## config.mk

```make
export PLATFORM = sky130hd
export DESIGN_NAME = truth_table_scanner
export DESIGN_NICKNAME = d
export VERILOG_FILES = /design/src/rtl/logic_lab_pkg.sv /design/src/rtl/settle_counter.sv /design/src/rtl/truth_table_scanner.sv
export SDC_FILE = /design/constraint.sdc
export NUM_CORES = 1
export LEC_CHECK = 0
export BUFFER_PORTS_ARGS = -buffer_cell sky130_fd_sc_hd__buf_4
export CORE_MARGIN = 5
export CORE_UTILIZATION = 45
export CTS_CLUSTER_SIZE = 16
export DETAILED_ROUTE_END_ITERATION = 7
export RECOVER_POWER = 25
export SYNTH_ARGS = -nofsm -noshare
export SYNTH_HDL_FRONTEND = slang
export SYNTH_HIERARCHICAL = 1
export SYNTH_SLANG_ARGS = --single-unit
```

## constraint.sdc

```tcl
create_clock -name clk -period 3.5 [get_ports clk]
set_input_delay 0.175 -clock clk [delete_from_list [all_inputs] [get_ports clk]]
set_output_delay 0.175 -clock clk [all_outputs]
set_load 0.02 [all_outputs]
```

## src/rtl/logic_lab_pkg.sv

```systemverilog
// logic_lab_pkg: shared scan states and sizing helpers for the truth-table scanner
package logic_lab_pkg;

    typedef enum logic [1:0] {IDLE, SETTLE, SAMPLE, DONE} scan_state_t;

    function automatic int n_vec(input int n);
        return 2 ** n;
    endfunction

endpackage

```

## src/rtl/settle_counter.sv

```systemverilog
// settle_counter: loadable down-counter timing how long each vector is held
module settle_counter #(
    parameter int SETTLE_CYCLES = 4
) (
    input  logic clk,
    input  logic rst_n,
    input  logic load,
    input  logic en,
    output logic zero
);

    localparam int CW = SETTLE_CYCLES > 1 ? $clog2(SETTLE_CYCLES) : 1;

    logic [CW-1:0] cnt;

    // load to SETTLE_CYCLES-1 so the count reaches zero after exactly SETTLE_CYCLES enabled cycles
    always_ff @(posedge clk or negedge rst_n) begin
        if (!rst_n) cnt <= '0;
        else if (load) cnt <= CW'(SETTLE_CYCLES - 1);
        else if (en && cnt != '0) cnt <= cnt - 1'b1;
    end

    assign zero = cnt == '0;

endmodule

```

## src/rtl/truth_table_scanner.sv

```systemverilog
// truth_table_scanner: walks a combinational block through every input vector and checks its truth table
module truth_table_scanner
    import logic_lab_pkg::*;
#(
    parameter int N_IN          = 3,
    parameter int SETTLE_CYCLES = 4,
    localparam int N_VEC        = n_vec(N_IN),
    localparam int CNT_W        = $clog2(N_VEC + 1)
) (
    input  logic             clk,
    input  logic             rst_n,
    input  logic             start,
    input  logic             abort,
    input  logic [N_VEC-1:0] expected,
    output logic [N_IN-1:0]  vec_out,
    input  logic             f_in,
    output logic             busy,
    output logic             done,
    output logic [N_VEC-1:0] table_out,
    output logic [CNT_W-1:0] mismatch_cnt,
    output logic             match
);

    scan_state_t      state;
    logic [N_IN-1:0]  idx;
    logic [N_VEC-1:0] exp_q;
    logic [N_VEC-1:0] work_table;
    logic [N_VEC-1:0] table_next;
    logic [CNT_W-1:0] work_cnt;
    logic [CNT_W-1:0] cnt_next;
    logic             last;
    logic             settle_zero;
    logic             cnt_load;

    assign last     = &idx;
    assign cnt_load = (state == IDLE && start) || (state == SAMPLE && !abort && !last);

    settle_counter #(.SETTLE_CYCLES(SETTLE_CYCLES)) u_settle (
        .clk  (clk),
        .rst_n(rst_n),
        .load (cnt_load),
        .en   (state == SETTLE),
        .zero (settle_zero)
    );

    // working table and count including the bit being sampled this cycle, so the commit sees it
    always_comb begin
        table_next      = work_table;
        table_next[idx] = f_in;
        cnt_next        = work_cnt + CNT_W'(f_in != exp_q[idx]);
    end

    // scan sequencer; abort is checked before the last-vector commit so it always wins
    always_ff @(posedge clk or negedge rst_n) begin
        if (!rst_n) begin
            state        <= IDLE;
            idx          <= '0;
            exp_q        <= '0;
            work_table   <= '0;
            work_cnt     <= '0;
            vec_out      <= '0;
            busy         <= 1'b0;
            done         <= 1'b0;
            table_out    <= '0;
            mismatch_cnt <= '0;
            match        <= 1'b0;
        end else begin
            done <= 1'b0;
            case (state)
                IDLE: if (start) begin
                    exp_q      <= expected;
                    idx        <= '0;
                    work_table <= '0;
                    work_cnt   <= '0;
                    vec_out    <= '0;
                    busy       <= 1'b1;
                    state      <= SETTLE;
                end
                SETTLE: if (abort) begin
                    busy    <= 1'b0;
                    vec_out <= '0;
                    state   <= IDLE;
                end else if (settle_zero) begin
                    state <= SAMPLE;
                end
                SAMPLE: if (abort) begin
                    busy    <= 1'b0;
                    vec_out <= '0;
                    state   <= IDLE;
                end else begin
                    work_table <= table_next;
                    work_cnt   <= cnt_next;
                    if (last) begin
                        table_out    <= table_next;
                        mismatch_cnt <= cnt_next;
                        match        <= cnt_next == '0;
                        busy         <= 1'b0;
                        vec_out      <= '0;
                        done         <= 1'b1;
                        state        <= DONE;
                    end else begin
                        idx     <= idx + 1'b1;
                        vec_out <= idx + 1'b1;
                        state   <= SETTLE;
                    end
                end
                DONE: state <= IDLE;
                default: state <= IDLE;
            endcase
        end
    end

endmodule

```

==> impl_metrics.ini <==
[detailed_routing]
wl_per_cell_microns = 14.4
drt_iter0_drc = 84
firstDrtPassIters = 4
finalWirelength_microns = 4300
avgViaCountPerCell = 5.17
drc = 0
antenna_left = 0
via_count = 1545

[critical_path]
crit_family = buffers and inverters
r2r_slack_ns = 1.05
critPathBufInv = 2
startpoint_type = input port
cp-end-kind = asynchronous set/reset pin
criticalPathCategory = input port to asynchronous set/reset pin
path_cells = dlygate4sd3_1 > clkbuf_1
r2r-start = idx[0]$_DFFE_PN0P_
path_max_fanout = 44
r2r_end = match$_DFFE_PN0P_
cp_data_required_time_ns = 3.43
cp_slowest_cell = clkbuf_1
r2r_cells = 10
critPathMaxStageDelay_ns = 1.64
cp.arrival_ns = 2.38

[hold_path]
whs_path_depth = 2
hold_start = abort
min_to = state[1]$_DFFE_PN0P_
hold_class = input port to flop

[synthesis]
ys_types = 41
synth_nets = 224
yosysWarnings = 6
ys_ff_latch = 44
synth_cells = 202
syn_avg_cell_area_sq_um = 11.1
yosysSeqAreaShare = 0.491
synth_area_sq_mm = 0.00224

[clocking]
cts_tree = done
post_cts_buffers = 0
numCtsBuffers = 5
cts.sinks = 44
clkTransAtPathRegs_ns = 0.08
cts_buffer_depth = 2
cts_htree_levels = 2
holdBufCountCts = 1
clk_root_buffer_cell = clkbuf_8
insertion_delay_ns = 0.29
cts_resized = 0

[cells_and_area]
layout_common_cells = dfrtp_1 (44), buf_4 (29), mux2_2 (16)
post-route-util = 0.541
antenna_cells = 0
drive_above_1_share = 0.280
layout_commonest_cell = dfrtp_1
layout.nets = 253
syn2layout_area_growth_pct = 15.4
postLayoutCellArea_sq_mm = 0.00259

[die]
start_util = 0.469
core_area_sq_mm = 0.00479
die_x_microns = 80.6
io_pins = 31
die_h_microns = 80.6
die-area_sq_mm = 0.00650
rows = 25

[timing]
rsz0062_at_grt = no
hold_viol_final = 0
fin_skew_ns = 0.00742
slew_violations = 45
period_share = 0.702
setup_viol = 0
holdWs_ns = 0.113
finalSetupTns_ns = 0
maxSlewHeadroom = -0.547
layout_min_cycle_time_ns = 2.46
setup_ws_ns = 1.04
worst_pin_slew_ns = 2.32
timing.fmax_mhz = 407

[power]
swShare = 0.315
p_int_mw = 0.949
power_frac_comb = 0.311
sequentialPowerShare = 0.457
p_sw_mw = 0.436
p_per_area_mw_per_mm2 = 535
leakagePower_nw = 1.25
ir_drop_v = 0.000292
clockPowerShare = 0.232

[global_route]
grt_pass1_vias = 1564
grt_max_degree = 45
antenna_found_initial = 0
track_usage = 0.149
grt_overflow = 0
grt_pass1_wl_microns = 7480

[outcome]
violations = capacitance limit, slew limit
status = finished, violations left

[placed_design]
placed_area_sq_mm = 0.00249
dpl.hpwl_microns = 3200
portBuffers = 30
gp_congestion = 0.787
dp_slack_ns = 1.05

[flow_run]
cap_viol_max_count = 1
==> sequential cells by signal, indices dropped and copies added, names as in the netlist, 2 cells and up <==
signal / cells
state: 2
work_table: 7
exp_q: 8
idx: 3
vec_out: 3
u_settle/cnt: 2
table_out: 8
mismatch_cnt: 4
work_cnt: 4
==> power groups by stage <==
stage / logic [mW] / clock network (mW) / registers (mW)
2_1_floorplan: 0.338 / 0 / 0.632
6_report: 0.430 / 0.321 / 0.633
4_1_cts: 0.438 / 0.333 / 0.635
5_1_grt: 0.485 / 0.356 / 0.643
3_5_place_dp: 0.435 / 0 / 0.645
3_3_place_gp: 0.418 / 0 / 0.642
==> cell type report <==
cell class,instances,area (sq um)
Inverter,9,33.8
Sequential cell,44,1100
Tap cell,67,83.8
Timing Repair Buffer,31,231
Fill cell,443,2200
Multi-Input combinational cell,140,1050
Clock buffer,8,90.1
==> metal layers <==
| layer | routed length, microns | GRT usage | up-vias |
|---|---|---|---|
| li1 | - | - | 761 |
| met1 | 1910 | 0.188 | 761 |
| met2 | 2230 | 0.243 | 21 |
| met3 | 139 | 0.0415 | 2 |
| met4 | 22 | 0.0507 | 0 |
| met5 | 0 | 0 | - |
==> per-stage QoR <==
stage	std cells	power [mW]
after global routing	299	1.48
after CTS	299	1.41
after floorplan	202	0.970
after detailed placement	290	1.08
final	299	1.38
after global placement	290	1.06
==> worst reg2reg max path: stages, from the launching register on <==
cell	delay (ns)
dfrtp_1	0.73
mux2i_1	0.29
nor3_1	0.06
nor3_1	0.29
xnor2_1	0.16
ha_1	0.20
ha_1	0.17
xor2_1	0.23
nor3_1	0.07
nand3_1	0.08
nand2_1	0.06
==> worst max path at each step <==
stage / slack (ns) / to / cells past startpoint / startpoint
after floorplan: 1.51 / mismatch_cnt[2]$_DFFE_PN0P_ / 9 / idx[1]$_DFFE_PN0P_
after global placement: 1.17 / mismatch_cnt[2]$_DFFE_PN0P_ / 8 / idx[0]$_DFFE_PN0P_
after detailed placement: 1.05 / mismatch_cnt[2]$_DFFE_PN0P_ / 8 / idx[0]$_DFFE_PN0P_
after CTS: 1.03 / match$_DFFE_PN0P_ / 10 / idx[0]$_DFFE_PN0P_
after global routing: 0.49 / work_table[2]$_DFFE_PN0P_ / 2 / rst_n
final: 1.04 / done$_DFF_PN0_ / 2 / rst_n
==> cells in the mapped netlist <==
master,n,share of area
nand2_1,15,0.025
o21ai_2,1,0.0039
nand2b_1,4,0.011
a32o_1,2,0.0089
o32ai_1,1,0.0039
o21ai_0,11,0.025
mux2_2,16,0.080
nand3_2,1,0.0045
o22ai_1,3,0.0084
nor2b_1,2,0.0056
or2_4,1,0.0039
o2bb2ai_1,3,0.012
mux2i_1,10,0.045
o21ai_1,3,0.0067
dfrtp_1,44,0.49
a21oi_1,7,0.016
nand4b_1,2,0.0078
mux2_1,1,0.0050
nor2_8,1,0.0089
clkbuf_1,1,0.0017
and2_1,1,0.0028
nand3b_1,2,0.0067
o21a_2,1,0.0039
buf_4,4,0.013
inv_1,9,0.015
nor2b_2,2,0.0078
o31ai_2,1,0.0056
buf_2,3,0.0067
nand3_1,8,0.018
and2b_4,3,0.013
xnor2_1,1,0.0039
ha_1,9,0.050
nor3_4,1,0.0073
nor3b_2,1,0.0056
nor3_1,6,0.013
nand3_4,1,0.0078
xor2_1,2,0.0078
o32a_1,1,0.0045
nor2_1,15,0.025
buf_6,1,0.0050
and2b_1,1,0.0033
==> logic make-up (layout without fill, tap and decap cells) <==
family / count (synthesis) / in the layout / share of synthesized area
AO/OA/AOI/OAI: 34 / 34 / 0.0976
multiplexers: 27 / 27 / 0.130
flip-flops: 44 / 44 / 0.491
XOR/XNOR: 3 / 3 / 0.0117
adder cells (fa/ha/maj): 9 / 9 / 0.0502
buffers and inverters: 18 / 48 / 0.0418
AND/OR/NAND/NOR: 67 / 67 / 0.178
No activity file was read; power rests on OpenSTA's default activity.
